File: config.mk
export PLATFORM = sky130hd
export DESIGN_NAME = bsram_reader_flat
export DESIGN_NICKNAME = d
export VERILOG_FILES = /design/src/rtl/bsram_reader_pkg.sv /design/src/rtl/bsram_reader_if.sv /design/src/rtl/bsram_reader_fifo.sv /design/src/rtl/bsram_reader.sv /design/src/flat_wrapper.sv
export SDC_FILE = /design/constraint.sdc
export NUM_CORES = 1
export LEC_CHECK = 0
export ABC_AREA = 1
export CAP_MARGIN = 10
export CORE_MARGIN = 1.5
export CORE_UTILIZATION = 35
export CTS_BUF_LIST = sky130_fd_sc_hd__clkbuf_16
export DETAILED_ROUTE_END_ITERATION = 7
export PLACE_DENSITY = 0.53
export SYNTH_ARGS = -nofsm -noshare
export SYNTH_HDL_FRONTEND = slang
export SYNTH_SLANG_ARGS = --single-unit
File: constraint.sdc
create_clock -name clk -period 6.3 [get_ports clk]
set_clock_uncertainty 0.1 [all_clocks]
set_input_delay 1.26 -clock clk [delete_from_list [all_inputs] [get_ports clk]]
set_output_delay 1.26 -clock clk [all_outputs]
set_load 0.01 [all_outputs]
File: src/rtl/bsram_reader_pkg.sv
// Shared types and constants for the BSRAM read-back engine.
package bsram_pkg;

  localparam int unsigned BSRAM_ADDR_W = 11;
  localparam int unsigned BSRAM_DATA_W = 16;

  typedef enum logic [1:0] {
    IDLE  = 2'd0,
    ISSUE = 2'd1,
    DRAIN = 2'd2,
    FIN   = 2'd3
  } rd_state_t;

  typedef struct packed {
    logic                    valid;
    logic [BSRAM_ADDR_W-1:0] adr;
    logic                    last;
  } rd_tag_t;

endpackage

File: src/rtl/bsram_reader_if.sv
// BSRAM read port plus valid/ready output stream of the reader.
interface bsram_reader_if
  import bsram_pkg::*;
#(
  parameter int unsigned ADDR_W = BSRAM_ADDR_W,
  parameter int unsigned DATA_W = BSRAM_DATA_W
) ();

  logic              mem_ce;
  logic              mem_wre;
  logic [ADDR_W-1:0] mem_adr;
  logic [DATA_W-1:0] mem_dout;

  logic              m_valid;
  logic              m_ready;
  logic [DATA_W-1:0] m_data;
  logic [ADDR_W-1:0] m_adr;
  logic              m_last;

  modport master (
    output mem_ce, mem_wre, mem_adr,
    input  mem_dout,
    output m_valid, m_data, m_adr, m_last,
    input  m_ready
  );

  modport slave (
    input  mem_ce, mem_wre, mem_adr,
    output mem_dout,
    input  m_valid, m_data, m_adr, m_last,
    output m_ready
  );

endinterface

File: src/rtl/bsram_reader_fifo.sv
// Synchronous power-of-2 FIFO with occupancy count; storage cleared on reset.
module word_fifo #(
  parameter int unsigned WIDTH = 28,
  parameter int unsigned DEPTH = 4
) (
  input  logic                     clk,
  input  logic                     rst,
  input  logic                     push,
  input  logic [WIDTH-1:0]         din,
  input  logic                     pop,
  output logic [WIDTH-1:0]         dout,
  output logic                     full,
  output logic                     empty,
  output logic [$clog2(DEPTH):0]   count
);

  localparam int unsigned AW = $clog2(DEPTH);

  logic [WIDTH-1:0] mem_q [DEPTH];
  logic [AW:0]      wr_q;
  logic [AW:0]      rd_q;
  logic             do_push;
  logic             do_pop;

  assign count   = wr_q - rd_q;
  assign empty   = (wr_q == rd_q);
  assign full    = (count == (AW+1)'(DEPTH));
  assign dout    = mem_q[rd_q[AW-1:0]];
  assign do_pop  = pop && !empty;
  // push while full is accepted only when a pop frees the slot in the same cycle
  assign do_push = push && (!full || do_pop);

  always_ff @(posedge clk or posedge rst) begin
    if (rst) begin
      wr_q <= '0;
      rd_q <= '0;
      for (int unsigned i = 0; i < DEPTH; i++) mem_q[i] <= '0;
    end else begin
      if (do_push) begin
        mem_q[wr_q[AW-1:0]] <= din;
        wr_q                <= wr_q + 1'b1;
      end
      if (do_pop) rd_q <= rd_q + 1'b1;
    end
  end

endmodule

File: src/rtl/bsram_reader.sv
// Reads len words from BSRAM starting at base_adr and streams them out with backpressure.
module bsram_reader
  import bsram_pkg::*;
#(
  parameter int unsigned ADDR_W = BSRAM_ADDR_W,
  parameter int unsigned DATA_W = BSRAM_DATA_W,
  parameter int unsigned RD_LAT = 1,
  parameter int unsigned FIFO_D = 4
) (
  input  logic              clk,
  input  logic              reset,
  input  logic              start,
  input  logic [ADDR_W-1:0] base_adr,
  input  logic [ADDR_W:0]   len,
  output logic              busy,
  output logic              done,
  bsram_reader_if.master    bus
);

  localparam int unsigned FW = DATA_W + ADDR_W + 1;
  localparam int unsigned CW = $clog2(FIFO_D) + 1;

  rd_state_t         state_q, state_d;
  logic [ADDR_W-1:0] base_q;
  logic [ADDR_W:0]   len_q;
  logic [ADDR_W:0]   issue_cnt_q;
  rd_tag_t           pipe_q [RD_LAT];
  rd_tag_t           issue_tag;
  rd_tag_t           exit_tag;

  int unsigned       in_flight;
  logic              credit_ok;
  logic              issue;
  logic              last_issue;
  logic              pop;
  logic [FW-1:0]     fifo_dout;
  logic              fifo_full;
  logic              fifo_empty;
  logic [CW-1:0]     fifo_count;

  always_comb begin
    in_flight = 0;
    for (int unsigned i = 0; i < RD_LAT; i++) in_flight = in_flight + 32'(pipe_q[i].valid);
  end

  // reads in the latency pipe already own a FIFO slot, so the FIFO can never overflow
  assign credit_ok  = ((in_flight + 32'(fifo_count)) < FIFO_D) && !fifo_full;
  assign issue      = (state_q == ISSUE) && credit_ok;
  assign last_issue = (issue_cnt_q == len_q - 1'b1);

  assign bus.mem_ce  = issue;
  assign bus.mem_wre = 1'b0;
  assign bus.mem_adr = base_q + issue_cnt_q[ADDR_W-1:0];

  assign issue_tag = '{valid: 1'b1, adr: bus.mem_adr, last: last_issue};
  assign exit_tag  = pipe_q[RD_LAT-1];

  assign bus.m_valid = !fifo_empty;
  assign pop         = bus.m_valid && bus.m_ready;
  assign {bus.m_data, bus.m_adr, bus.m_last} = fifo_dout;

  assign busy = (state_q == ISSUE) || (state_q == DRAIN);
  assign done = (state_q == FIN);

  always_comb begin
    state_d = state_q;
    unique case (state_q)
      IDLE:    if (start) state_d = (len == '0) ? FIN : ISSUE;
      ISSUE:   if (issue && last_issue) state_d = DRAIN;
      DRAIN:   if (pop && bus.m_last) state_d = FIN;
      FIN:     state_d = IDLE;
      default: state_d = IDLE;
    endcase
  end

  always_ff @(posedge clk or posedge reset) begin
    if (reset) begin
      state_q     <= IDLE;
      base_q      <= '0;
      len_q       <= '0;
      issue_cnt_q <= '0;
    end else begin
      state_q <= state_d;
      if (state_q == IDLE && start) begin
        base_q      <= base_adr;
        len_q       <= len;
        issue_cnt_q <= '0;
      end else if (issue) begin
        issue_cnt_q <= issue_cnt_q + 1'b1;
      end
    end
  end

  always_ff @(posedge clk or posedge reset) begin
    if (reset) begin
      for (int unsigned i = 0; i < RD_LAT; i++) pipe_q[i] <= '0;
    end else begin
      pipe_q[0] <= issue ? issue_tag : '0;
      for (int unsigned i = 1; i < RD_LAT; i++) pipe_q[i] <= pipe_q[i-1];
    end
  end

  word_fifo #(
    .WIDTH (FW),
    .DEPTH (FIFO_D)
  ) u_fifo (
    .clk   (clk),
    .rst   (reset),
    .push  (exit_tag.valid),
    .din   ({bus.mem_dout, exit_tag.adr, exit_tag.last}),
    .pop   (pop),
    .dout  (fifo_dout),
    .full  (fifo_full),
    .empty (fifo_empty),
    .count (fifo_count)
  );

endmodule
File: src/flat_wrapper.sv
// flat-port wrapper written by rule: the top's interface ports become plain ports
module bsram_reader_flat import bsram_pkg::*;
#(
  parameter int unsigned ADDR_W = BSRAM_ADDR_W,
  parameter int unsigned DATA_W = BSRAM_DATA_W,
  parameter int unsigned RD_LAT = 1,
  parameter int unsigned FIFO_D = 4
)
  (clk, reset, start, base_adr, len, busy, done, bus_mem_ce, bus_mem_wre, bus_mem_adr, bus_mem_dout, bus_m_valid, bus_m_data, bus_m_adr, bus_m_last, bus_m_ready);
  bsram_reader_if #(.ADDR_W(ADDR_W), .DATA_W(DATA_W)) bus_i ();
  input  logic clk;
  input  logic reset;
  input  logic start;
  input  logic [ADDR_W-1:0] base_adr;
  input  logic [ADDR_W:0] len;
  output logic busy;
  output logic done;
  output wire logic [$bits(bus_i.mem_ce)-1:0] bus_mem_ce;
  output wire logic [$bits(bus_i.mem_wre)-1:0] bus_mem_wre;
  output wire logic [$bits(bus_i.mem_adr)-1:0] bus_mem_adr;
  input wire logic [$bits(bus_i.mem_dout)-1:0] bus_mem_dout;
  output wire logic [$bits(bus_i.m_valid)-1:0] bus_m_valid;
  output wire logic [$bits(bus_i.m_data)-1:0] bus_m_data;
  output wire logic [$bits(bus_i.m_adr)-1:0] bus_m_adr;
  output wire logic [$bits(bus_i.m_last)-1:0] bus_m_last;
  input wire logic [$bits(bus_i.m_ready)-1:0] bus_m_ready;
  assign bus_mem_ce = bus_i.mem_ce;
  assign bus_mem_wre = bus_i.mem_wre;
  assign bus_mem_adr = bus_i.mem_adr;
  assign bus_i.mem_dout = bus_mem_dout;
  assign bus_m_valid = bus_i.m_valid;
  assign bus_m_data = bus_i.m_data;
  assign bus_m_adr = bus_i.m_adr;
  assign bus_m_last = bus_i.m_last;
  assign bus_i.m_ready = bus_m_ready;
  bsram_reader #(.ADDR_W(ADDR_W), .DATA_W(DATA_W), .RD_LAT(RD_LAT), .FIFO_D(FIFO_D)) u_core (.clk(clk), .reset(reset), .start(start), .base_adr(base_adr), .len(len), .busy(busy), .done(done), .bus(bus_i));
endmodule
After elaboration in Yosys (flattened, before gate mapping):

Index checks and enable logic that the tools add are counted.

* add/sub/neg operators: 7
* bitwise logic cells: 2
* order comparisons: 4
* mux-type cells: 14
* reductions and logical operators: 17
* equality and inequality tests: 9

Operators with widths (count)
* bitwise mux 112 bit: 1
* two-way mux 28 bit: 3
* binary-select mux 28 bit (select 2 bit): 1
* demux 28 bit (select 2 bit): 1
* < comparator 32 x 3 -> 1 bit (second input constant): 1
* two-way mux 12 bit: 2
* two-way mux 13 bit: 1
* adder 12 x 1 -> 12 bit (second input constant): 1
* equality test 12 bit: 1
* zero test 12 bit: 1
* subtractor 12 x 1 -> 12 bit (second input constant): 1
* adder 11 bit: 1
* logical AND 1 bit: 9
* two-way mux 2 bit: 4
* case mux 2 bit (4 select lines): 1
* adder 3 x 1 -> 3 bit (second input constant): 2
* >= comparator 3 bit (second input constant): 2
* inequality test 2 bit (second input constant): 3
* NOT 2 -> 3 bit: 2
* adder 1 x 3 -> 4 bit: 1
* equality test 2 bit (second input constant): 2
* equality test 3 bit: 1
* equality test 3 bit (second input constant): 1
* < comparator 3 x 1 -> 1 bit (second input constant): 1
* 7 further kinds: 9

* register bits: 168
* logic and storage cells: 66
* output and inout port bits: 44
* input port bits: 43

Depth between registers and ports, before layout:

Gate-level depths: netlist (run 1).

* depth in word-level cells: 8
* mapped depth: 16
* gate-level depth less buffers: 16

Modules after synthesis:

From an unflattened synthesis (run 1), not the netlist that was laid out.

* cells, all modules: 1147
* area total of the unflattened synthesis: 9019.9 sq um

Modules (own cells, without submodules)
* word_fifo: area each 5843.1 sq um, instances 1, seq. area each 2952.8 sq um, cells an instance 713
* bsram_reader: area each 3176.8 sq um, instances 1, seq. area each 1251.2 sq um, cells an instance 434

Least setup slack after synthesis (run 1):

OpenSTA, ideal clock, no wires.

* kind: register to output
* start: register u_core.u_fifo.wr_q[0]
* end: output bus_mem_ce
* setup slack: 3.056 ns
* buffers on the path: 1
* arrival time: 1.884 ns
* cell stages (with the launch flop): 9
* required time: 4.940 ns
* cell sequence: dfrtp_1 inv_1 ha_1 fa_1 nor3_1 nor2_1 nand2_1 clkbuf_1 inv_1

* cells in the longest elaborated chain, start to end: 5
* elaborated cells on any way between the ends: 7
* classes of those cells: add/sub (2); order compare (1); eq/ne (1); reduce/logical (3)

Ends and longest elaborated chain
* start: declaration: line bsram_reader_fifo.sv:20 `logic [AW:0] wr_q;`
* start signal: assignment: line bsram_reader_fifo.sv:41 `wr_q <= wr_q + 1'b1;`
* subtractor 3 bit *: line bsram_reader_fifo.sv:25 `assign count = wr_q - rd_q;`
* adder 1 x 3 -> 4 bit / equality test 3 bit (equally long branches): line bsram_reader.sv:47, bsram_reader_fifo.sv:27
* < comparator 32 x 3 -> 1 bit / zero test 1 bit (equally long branches): line bsram_reader.sv:47 `assign credit_ok = ((in_flight + 32'(fifo_count)) < FIFO_D) && !fifo_full;`
* logical AND 1 bit *: line bsram_reader.sv:47
* logical AND 1 bit *: line bsram_reader.sv:48 `assign issue = (state_q == ISSUE) && credit_ok;`
* end: declaration: line flat_wrapper.sv:18 `output wire logic [$bits(bus_i.mem_ce)-1:0] bus_mem_ce;`

Every way passes the cells marked *; elsewhere a longest branch is shown, timed or not.

Worst setup path after layout (run 1):

* start: register u_core.u_fifo.rd_q[0]
* end: output bus_mem_ce

* cells in the longest elaborated chain, start to end: 5
* elaborated cells on any way between the ends: 7
* classes of those cells: add/sub (2); order compare (1); eq/ne (1); reduce/logical (3)

Ends and longest elaborated chain
* start: declaration: line bsram_reader_fifo.sv:21 `logic [AW:0] rd_q;`
* start signal: assignment: line bsram_reader_fifo.sv:43 `if (do_pop) rd_q <= rd_q + 1'b1;`
* subtractor 3 bit *: line bsram_reader_fifo.sv:25
* adder 1 x 3 -> 4 bit / equality test 3 bit (equally long branches): line bsram_reader.sv:47, bsram_reader_fifo.sv:27
* < comparator 32 x 3 -> 1 bit / zero test 1 bit (equally long branches): line bsram_reader.sv:47
* logical AND 1 bit *: line bsram_reader.sv:47
* logical AND 1 bit *: line bsram_reader.sv:48

Marked as above.

==> results_tabular.tex, run 1 <==
\begin{tabular}{lr}
\hline
Metric & Value \\
\hline
\multicolumn{2}{l}{\textbf{Outcome}} \\
\quad Result of the run & finished, final reports clean \\
\multicolumn{2}{l}{\textbf{Pwr}} \\
\quad Peak ir drop on the vdd network & between 0.0002 and 0.00025 V \\
\quad Switching power & 2.192 mW \\
\quad Total Power Consumption & 5.235 mW \\
\quad Combinational fraction of design power & 46.0\% \\
\quad Leakage power summed over all cells & 5.086 nW \\
\quad Internal power consumption & about 3.0 mW \\
\quad Switching fraction of total power & roughly two fifths \\
\quad Total power per unit cell area & a little over 500 mW/mm² \\
\quad Sequential fraction of design power & 34.1\% \\
\quad Proportion of power drawn by the clock network & 20.0\% \\
\multicolumn{2}{l}{\textbf{Floorplan}} \\
\quad Number of top-level pins & 87 \\
\quad Horiz. Die Dim & 160.7 µm \\
\quad \# rows & 57 \\
\quad Floorplan core area & 0.02439 mm² \\
\quad Die Outline Area & roughly 0.026 mm² \\
\quad Initial Util & 35.67\% \\
\quad Chip Height & 160.7 µm \\
\multicolumn{2}{l}{\textbf{Clock tree}} \\
\quad Library cell used as clock root buffer & sky130\_fd\_sc\_hd\_\_clkbuf\_16 \\
\quad Count of cells resized by post-cts repair & 0 \\
\quad CTS Sinks & 168 \\
\quad Inserted Clock Buffers & 17 \\
\quad Post-CTS Repair Setup Buffers & 0 \\
\quad CTS tree & done \\
\quad Number of H-tree levels & 4 \\
\quad Maximum number of buffers from clock root to sink & 2 \\
\quad Total of hold buffers inserted after clock tree synthesis & 0 \\
\quad Later-pin clock latency in the skew report & 0.43 ns \\
\quad Clock-pin transition on the worst setup and hold timing paths & 0.06 ns \\
\multicolumn{2}{l}{\textbf{Yosys}} \\
\quad Number of instances in the synthesized netlist & approximately 1100 \\
\quad Number of warnings printed during yosys synthesis & 0 \\
\quad Asr flop ratio synth & 100.0\% \\
\quad Top-area cell type share of the netlist area & 48.32\% \\
\quad Share of synthesized area occupied by flip-flops and latches & 48.32\% \\
\quad Synthesized cell area & between 0.008 and 0.009 mm² \\
\quad Count of flip-flops with a built-in enable after synthesis & 0 \\
\quad Total of flip-flops plus latches after synthesis & 168 \\
\quad Mean post-synth cell area & between 7 and 8 µm² \\
\quad Unique masters post-synth & 40 \\
\quad Most frequently used flop master after synthesis & sky130\_fd\_sc\_hd\_\_dfrtp\_1 \\
\quad Cell types occupying the most area after synthesis & sky130\_fd\_sc\_hd\_\_dfrtp\_1 48\%, sky130\_fd\_sc\_hd\_\_nand2\_1 14\%, sky130\_fd\_sc\_hd\_\_o21ai\_0 11\% \\
\quad Net count of the mapped netlist & about 1200 \\
\quad Area leader, netlist & sky130\_fd\_sc\_hd\_\_dfrtp\_1 \\
\multicolumn{2}{l}{\textbf{Route}} \\
\quad Number of design rule violations left after detail routing & 0 \\
\quad DR vias & 7329 \\
\quad Detailed-route wire length per cell & 15.12 µm \\
\quad Router iterations before antenna repair & 5 \\
\quad Detailed-route wire length & 22.74 mm \\
\quad Detailed router's first-iteration violation count & 470 \\
\quad Average vias per placed instance & 4.873 \\
\quad Number of nets with antenna violations after routing & 0 \\
\multicolumn{2}{l}{\textbf{Placement}} \\
\quad Post-detailed-placement half-perimeter wirelength & 14.45 mm \\
\quad Number of buffer cells added on primary ports & 85 \\
\quad Final estimated routing congestion in global placement & between 0.8 and 0.9 \\
\quad Area post-placement & a little under 0.01 mm² \\
\quad Worst setup timing slack at the placement stage & $\sim$1.9 ns \\
\quad Post-Place Cells & 1472 \\
\multicolumn{2}{l}{\textbf{Final layout}} \\
\quad Final cell count without fillers & $\sim$1500 \\
\quad Post-Layout Inst Area & approximately 0.010 mm² \\
\quad Final Core Density & 42.34\% \\
\quad Count of inserted antenna diode cells & 0 \\
\quad Proportion of layout cells with a drive suffix above 1 & under 10\% \\
\quad Growth of design area from synthesis to finish & 18.68\% \\
\quad Final net count & 1236 \\
\quad Number of inserted filler cells in the final layout & roughly 2500 \\
\multicolumn{2}{l}{\textbf{Timing}} \\
\quad Final critical path time including I/O delays and setup & 4.860 ns \\
\quad Transition at the pin with the smallest max-transition slack & between 1 and 1.5 ns \\
\quad Final count of pins violating max slew & 0 \\
\quad Final worst setup slack & 1.440 ns \\
\quad Final number of hold-violating endpoints & 0 \\
\quad Unrepaired setup endpoints after global routing & no \\
\quad Relative slew slack & 20.52\% \\
\quad Upper clock frequency limit & a little over 200 MHz \\
\quad Setup total negative slack & 0 ns \\
\quad Hold Slack & 0.3818 ns \\
\quad Post-route fraction of the period consumed by the critical path & 77.14\% \\
\quad Total of endpoints with negative setup slack in the final report & 0 \\
\multicolumn{2}{l}{\textbf{Setup path}} \\
\quad Cells traversed along the worst timing path & buf\_4, ha\_1, fa\_1, nor3\_1, nor2\_1, nand2\_1, inv\_1, clkdlybuf4s50\_1 \\
\quad Largest incremental delay on the critical path & 0.55 ns \\
\quad Crit-path slowest cell & sky130\_fd\_sc\_hd\_\_clkdlybuf4s50\_1 \\
\quad Kind of start point of the critical path & flip-flop \\
\quad Arrival time at the worst endpoint & 3.50 ns \\
\quad Count of buffer and inverter cells on the critical path & 3 \\
\quad Critical-path maximum fanout & 42 \\
\quad R2R cell count & 9 \\
\quad Stages on worst setup path & 8 \\
\quad Type of the worst setup path & flip-flop to primary output \\
\quad Family with the most delay on the worst path & buffers and inverters \\
\quad Required time of the critical path & 4.94 ns \\
\quad Category of the worst setup path capture point & primary output \\
\quad FF-to-FF setup slack & 2.45 ns \\
\multicolumn{2}{l}{\textbf{GRT}} \\
\quad Pin count of the biggest net entering global routing & 100 \\
\quad Antenna violations before repair & 0 \\
\quad First-pass GRT wire length & 37.71 mm \\
\quad Overall track demand over capacity in global routing & a little under a fifth \\
\quad Vias in the first global route & a little over 7000 \\
\quad Gr ovfl total & 0 \\
\multicolumn{2}{l}{\textbf{Min path}} \\
\quad Worst Hold Depth & 2 \\
\quad Kind of path behind the tightest hold check & flip-flop to flip-flop \\
\multicolumn{2}{l}{\textbf{Run}} \\
\quad Number of max-capacitance violations reported & 0 \\
\hline
\end{tabular}
layout make-up:
cell class,instances,area (µm²),area share [%]
flip-flops and latches,168,4204,40.71
repair buffers,96,933.4,9.039
clock inverters,15,150.1,1.454
clock buffers,17,425.4,4.120
well taps,324,405.4,3.926
inverters,94,357.8,3.465
multi-input cells,790,3850,37.28
kinds of logic (layout without fill, tap and decap cells):
group | after synthesis | count (layout) | share of synthesized area, %
compound gates | 262 | 262 | 15.62
xor+xnor | 22 | 22 | 2.301
fa+ha+maj | 26 | 26 | 3.911
buf+inv | 153 | 222 | 7.521
flops | 168 | 168 | 48.32
other cells | 1 | 1 | 0.04310
simple gates | 479 | 479 | 22.29
power groups by stage:
stage | combinational, mW | sequential, mW | clock (mW)
floorplan | 1.57 | 1.72 | 0
global placement | 2.41 | 1.79 | 0
detailed placement | 2.43 | 1.80 | 0
CTS | 2.44 | 1.78 | 1.07
global route | 2.72 | 1.84 | 1.11
finish | 2.41 | 1.78 | 1.05
tightest hold or removal path, cell delays in order (launching register included):
cell and delay, ns:
sky130_fd_sc_hd__dfrtp_1 0.34, sky130_fd_sc_hd__o21ai_1 0.06, sky130_fd_sc_hd__nand2_1 0.05
cells in the mapped netlist (all sizes together) (5+ instances only):
master and count:
xor2 17, ha 24, o21ai 209, xnor2 5
inv 93, a21oi 35, nand2 337, o22ai 11
dfrtp 168, buf 24, nand3 33, nor2 84
nand4 10, clkbuf 35, nor3 10
state kept, by name (all words and copies together) (netlist names):
name	flops
u_core.issue_cnt_q	12
u_core.u_fifo.rd_q	3
u_core.state_q	2
u_core.base_q	11
u_core.u_fifo.mem_q	112
u_core.len_q	12
u_core.exit_tag	13
u_core.u_fifo.wr_q	3
routing by layer:
metal	GRT usage (%)	part of all wire, %	up-vias
met5	0	0	-
met4	4.078	1.1	0
met3	3.538	3.9	16
met2	30.20	47	141
met1	24.95	48	3467
li1	-	-	3705
layout by cell type, fill, tap and decap left out, types with 2 or more instances in the layout:
cell	Yosys	layout
sky130_fd_sc_hd__nor2_2	2	2
sky130_fd_sc_hd__ha_1	24	24
sky130_fd_sc_hd__xor2_1	16	16
sky130_fd_sc_hd__o21ai_1	19	19
sky130_fd_sc_hd__inv_2	1	2
sky130_fd_sc_hd__fa_1	2	2
sky130_fd_sc_hd__a21oi_1	34	34
sky130_fd_sc_hd__xnor2_1	5	5
sky130_fd_sc_hd__nand3_1	33	33
sky130_fd_sc_hd__nand4_1	9	9
sky130_fd_sc_hd__nor2_8	2	2
sky130_fd_sc_hd__clkinv_2	0	2
sky130_fd_sc_hd__inv_1	92	91
sky130_fd_sc_hd__buf_4	2	11
sky130_fd_sc_hd__o22ai_1	11	11
sky130_fd_sc_hd__nand2_2	2	2
sky130_fd_sc_hd__nor4_1	3	3
sky130_fd_sc_hd__o31ai_1	2	2
sky130_fd_sc_hd__clkbuf_16	0	17
sky130_fd_sc_hd__o21ai_0	189	189
sky130_fd_sc_hd__clkdlybuf4s50_1	0	85
sky130_fd_sc_hd__nor2_1	80	79
sky130_fd_sc_hd__dfrtp_1	168	168
sky130_fd_sc_hd__clkinv_1	1	3
sky130_fd_sc_hd__o21bai_1	3	3
sky130_fd_sc_hd__inv_6	0	6
sky130_fd_sc_hd__nand2_1	335	335
sky130_fd_sc_hd__bufinv_16	0	2
sky130_fd_sc_hd__nor3_1	10	10
sky130_fd_sc_hd__clkinv_4	0	2
worst paths after layout:
kind | start | endpoint
max in group asynchronous | reset | u_core.u_fifo.rd_q[2]
hold reg to reg | u_core.u_fifo.mem_q[96] | u_core.u_fifo.mem_q[96]
hold / removal | u_core.u_fifo.mem_q[96] | u_core.u_fifo.mem_q[96]
setup reg to reg | u_core.u_fifo.rd_q[1] | u_core.u_fifo.wr_q[2]
min in group asynchronous | reset | u_core.len_q[10]
setup / recovery | u_core.u_fifo.rd_q[0] | bus_mem_ce
No activity file was read; power rests on OpenSTA's default activity.
==> inputs of run 2 (changes only) <==
- clock period: 6.3 -> 4.9 ns (I/O delays scaled with it)
==> results_tabular.tex, run 2 (synthesis gave the netlist of run 1 again) <==
\begin{tabular}{lr}
\hline
Metric & Value \\
\hline
\multicolumn{2}{l}{\textbf{Route}} \\
\quad Detailed-route wire length & 22.93 mm \\
\quad Number of nets with antenna violations after routing & 0 \\
\quad DR vias & 7328 \\
\quad Number of design rule violations left after detail routing & 0 \\
\quad Average vias per placed instance & 4.876 \\
\quad Detailed router's first-iteration violation count & 520 \\
\quad Detailed-route wire length per cell & about 15 µm \\
\quad Router iterations before antenna repair & 5 \\
\multicolumn{2}{l}{\textbf{Final layout}} \\
\quad Count of inserted antenna diode cells & 0 \\
\quad Number of flip-flops in the largest register & $\sim$110 \\
\quad Register name with the most flops & u\_core.u\_fifo.mem\_q \\
\quad Growth of design area from synthesis to finish & 18.92\% \\
\quad Post-Layout Inst Area & 0.01035 mm² \\
\quad Most common library cell in the layout ignoring fill and taps & sky130\_fd\_sc\_hd\_\_nand2\_1 \\
\quad Final net count & around 1200 \\
\quad Proportion of layout cells with a drive suffix above 1 & 4.835\% \\
\quad Final cell count without fillers & 1503 \\
\quad Highest-count cells in the layout ignoring fill and taps & 335 x sky130\_fd\_sc\_hd\_\_nand2\_1, 189 x sky130\_fd\_sc\_hd\_\_o21ai\_0, 168 x sky130\_fd\_sc\_hd\_\_dfrtp\_1 \\
\multicolumn{2}{l}{\textbf{Pwr}} \\
\quad Total power per unit cell area & 653.4 mW/mm² \\
\quad Leakage power summed over all cells & 5.083 nW \\
\quad Sequential fraction of design power & 34.0\% \\
\quad Total Power Consumption & 6.761 mW \\
\quad Switching power & 2.835 mW \\
\quad Proportion of power drawn by the clock network & 20.3\% \\
\quad Internal power consumption & 3.926 mW \\
\quad Combinational fraction of design power & 45.7\% \\
\quad Switching fraction of total power & between 40\% and 50\% \\
\quad Peak ir drop on the vdd network & 0.0002601 V \\
\multicolumn{2}{l}{\textbf{Placement}} \\
\quad Post-detailed-placement half-perimeter wirelength & $\sim$14 mm \\
\quad Final estimated routing congestion in global placement & 0.8571 \\
\quad Area post-placement & 0.009757 mm² \\
\quad Number of buffer cells added on primary ports & 85 \\
\quad Post-Place Cells & $\sim$1500 \\
\multicolumn{2}{l}{\textbf{Timing}} \\
\quad Final count of pins violating max slew & 0 \\
\quad Transition at the pin with the smallest max-transition slack & roughly 1.2 ns \\
\quad Post-route fraction of the period consumed by the critical path & between 80\% and 90\% \\
\quad Hold Slack & 0.3832 ns \\
\quad Final number of hold-violating endpoints & 0 \\
\quad Relative slew slack & 21.88\% \\
\quad Total of endpoints with negative setup slack in the final report & 0 \\
\quad Setup total negative slack & 0 ns \\
\quad Upper clock frequency limit & 242.4 MHz \\
\quad Final critical path time including I/O delays and setup & just over 4 ns \\
\quad Unrepaired setup endpoints after global routing & no \\
\multicolumn{2}{l}{\textbf{Clock tree}} \\
\quad Library cell used as clock root buffer & sky130\_fd\_sc\_hd\_\_clkbuf\_16 \\
\quad Clock-pin transition on the worst setup and hold timing paths & $\sim$0.07 ns \\
\quad Total of hold buffers inserted after clock tree synthesis & 0 \\
\quad CTS Sinks & 168 \\
\quad Later-pin clock latency in the skew report & between 0.4 and 0.5 ns \\
\quad Maximum number of buffers from clock root to sink & 2 \\
\quad Count of cells resized by post-cts repair & 0 \\
\quad Inserted Clock Buffers & 17 \\
\quad CTS tree & done \\
\quad Number of H-tree levels & 4 \\
\quad Post-CTS Repair Setup Buffers & 0 \\
\multicolumn{2}{l}{\textbf{Setup path}} \\
\quad Category of the worst setup path capture point & primary output \\
\quad Arrival time at the worst endpoint & roughly 3.1 ns \\
\quad Required time of the critical path & between 3 and 4 ns \\
\quad Critical-path maximum fanout & 48 \\
\quad FF-to-FF setup slack & 1.46 ns \\
\quad Type of the worst setup path & flip-flop to primary output \\
\quad Startpoint of the lowest-slack register-to-register path & u\_core.u\_fifo.rd\_q[1] \\
\quad Worst r2r dst & u\_core.u\_fifo.mem\_q[59] \\
\quad Kind of start point of the critical path & flip-flop \\
\quad R2R cell count & 10 \\
\multicolumn{2}{l}{\textbf{GRT}} \\
\quad Gr ovfl total & 0 \\
\quad First-pass GRT wire length & around 38 mm \\
\quad Vias in the first global route & 7230 \\
\quad Antenna violations before repair & 0 \\
\quad Pin count of the biggest net entering global routing & $\sim$170 \\
\quad Overall track demand over capacity in global routing & 18.57\% \\
\multicolumn{2}{l}{\textbf{Min path}} \\
\quad Endpoint of the worst hold path & u\_core.u\_fifo.mem\_q[95] \\
\quad Worst Hold Depth & 2 \\
\quad Kind of path behind the tightest hold check & flip-flop to flip-flop \\
\quad Worst hold path startpoint & u\_core.u\_fifo.mem\_q[95] \\
\multicolumn{2}{l}{\textbf{Floorplan}} \\
\quad Chip Height & $\sim$160 µm \\
\quad Initial Util & $\sim$36\% \\
\quad Floorplan core area & about 0.024 mm² \\
\quad Horiz. Die Dim & 160.7 µm \\
\quad Die Outline Area & roughly 0.026 mm² \\
\quad \# rows & 57 \\
\quad Number of top-level pins & slightly below 90 \\
\multicolumn{2}{l}{\textbf{Outcome}} \\
\quad Result of the run & finished, final reports clean \\
\multicolumn{2}{l}{\textbf{Run}} \\
\quad Number of max-capacitance violations reported & 0 \\
\hline
\end{tabular}
-- run 2: cell types whose count changed in the layout (fill, tap and decap cells not counted), sizes merged --
cell / change
clkinvlp: +3
inv: -1
clkinv: -3
-- run 2: critical path, cell delays in order, from the launching register on --
cell,delay (ns)
sky130_fd_sc_hd__dfrtp_1,0.38
sky130_fd_sc_hd__buf_4,0.21
sky130_fd_sc_hd__inv_2,0.56
sky130_fd_sc_hd__buf_4,0.42
sky130_fd_sc_hd__o21ai_0,0.12
sky130_fd_sc_hd__o22ai_1,0.27
sky130_fd_sc_hd__clkdlybuf4s50_1,0.61
-- run 2: power groups by stage --
stage	sequential, mW	combinational (mW)	clock [mW]
after floorplan	2.21	2.02	0
after global placement	2.32	3.08	0
after detailed placement	2.33	3.11	0
after global routing	2.37	3.50	1.46
after CTS	2.30	3.13	1.40
final	2.30	3.09	1.37
-- run 2: how the worst max path moves through the flow --
stage,from,to,slack (ns),cells past startpoint
floorplan,reset,u_core.base_q[0],1.68,1
detailed placement,u_core.u_fifo.rd_q[0],bus_m_last,1.25,6
CTS,u_core.u_fifo.rd_q[0],bus_m_last,0.77,6
global route,u_core.u_fifo.rd_q[0],bus_m_last,0.60,6
finish,u_core.u_fifo.rd_q[0],bus_m_last,0.77,6
global placement,u_core.u_fifo.rd_q[0],bus_m_last,1.26,6
-- run 2: final cells by class --
type | count | area, µm²
well taps | 324 | 405.4
clock inverters | 14 | 165.2
repair buffers | 96 | 945.9
inverters | 94 | 356.6
flip-flops and latches | 168 | 4204
clock buffers | 17 | 425.4
fillers | 2521 | 14040
multi-input cells | 790 | 3845
-- run 2: metrics by stage --
| step | util, % | worst slack, ns |
|---|---|---|
| CTS | 42.42 | 0.7716 |
| global placement | 40.00 | 1.264 |
| detailed placement | 40.00 | 1.252 |
| finish | 42.42 | 0.7747 |
| global route | 42.42 | 0.6002 |
| floorplan | - | 1.679 |
-- run 2: metal layers --
metal | vias up | track usage [%] | wire, µm
li1 | 3695 | - | -
met1 | 3465 | 26.05 | 11260
met2 | 143 | 29.48 | 10610
met3 | 25 | 3.202 | 754
met4 | 0 | 5.268 | 306
met5 | - | 0 | 0
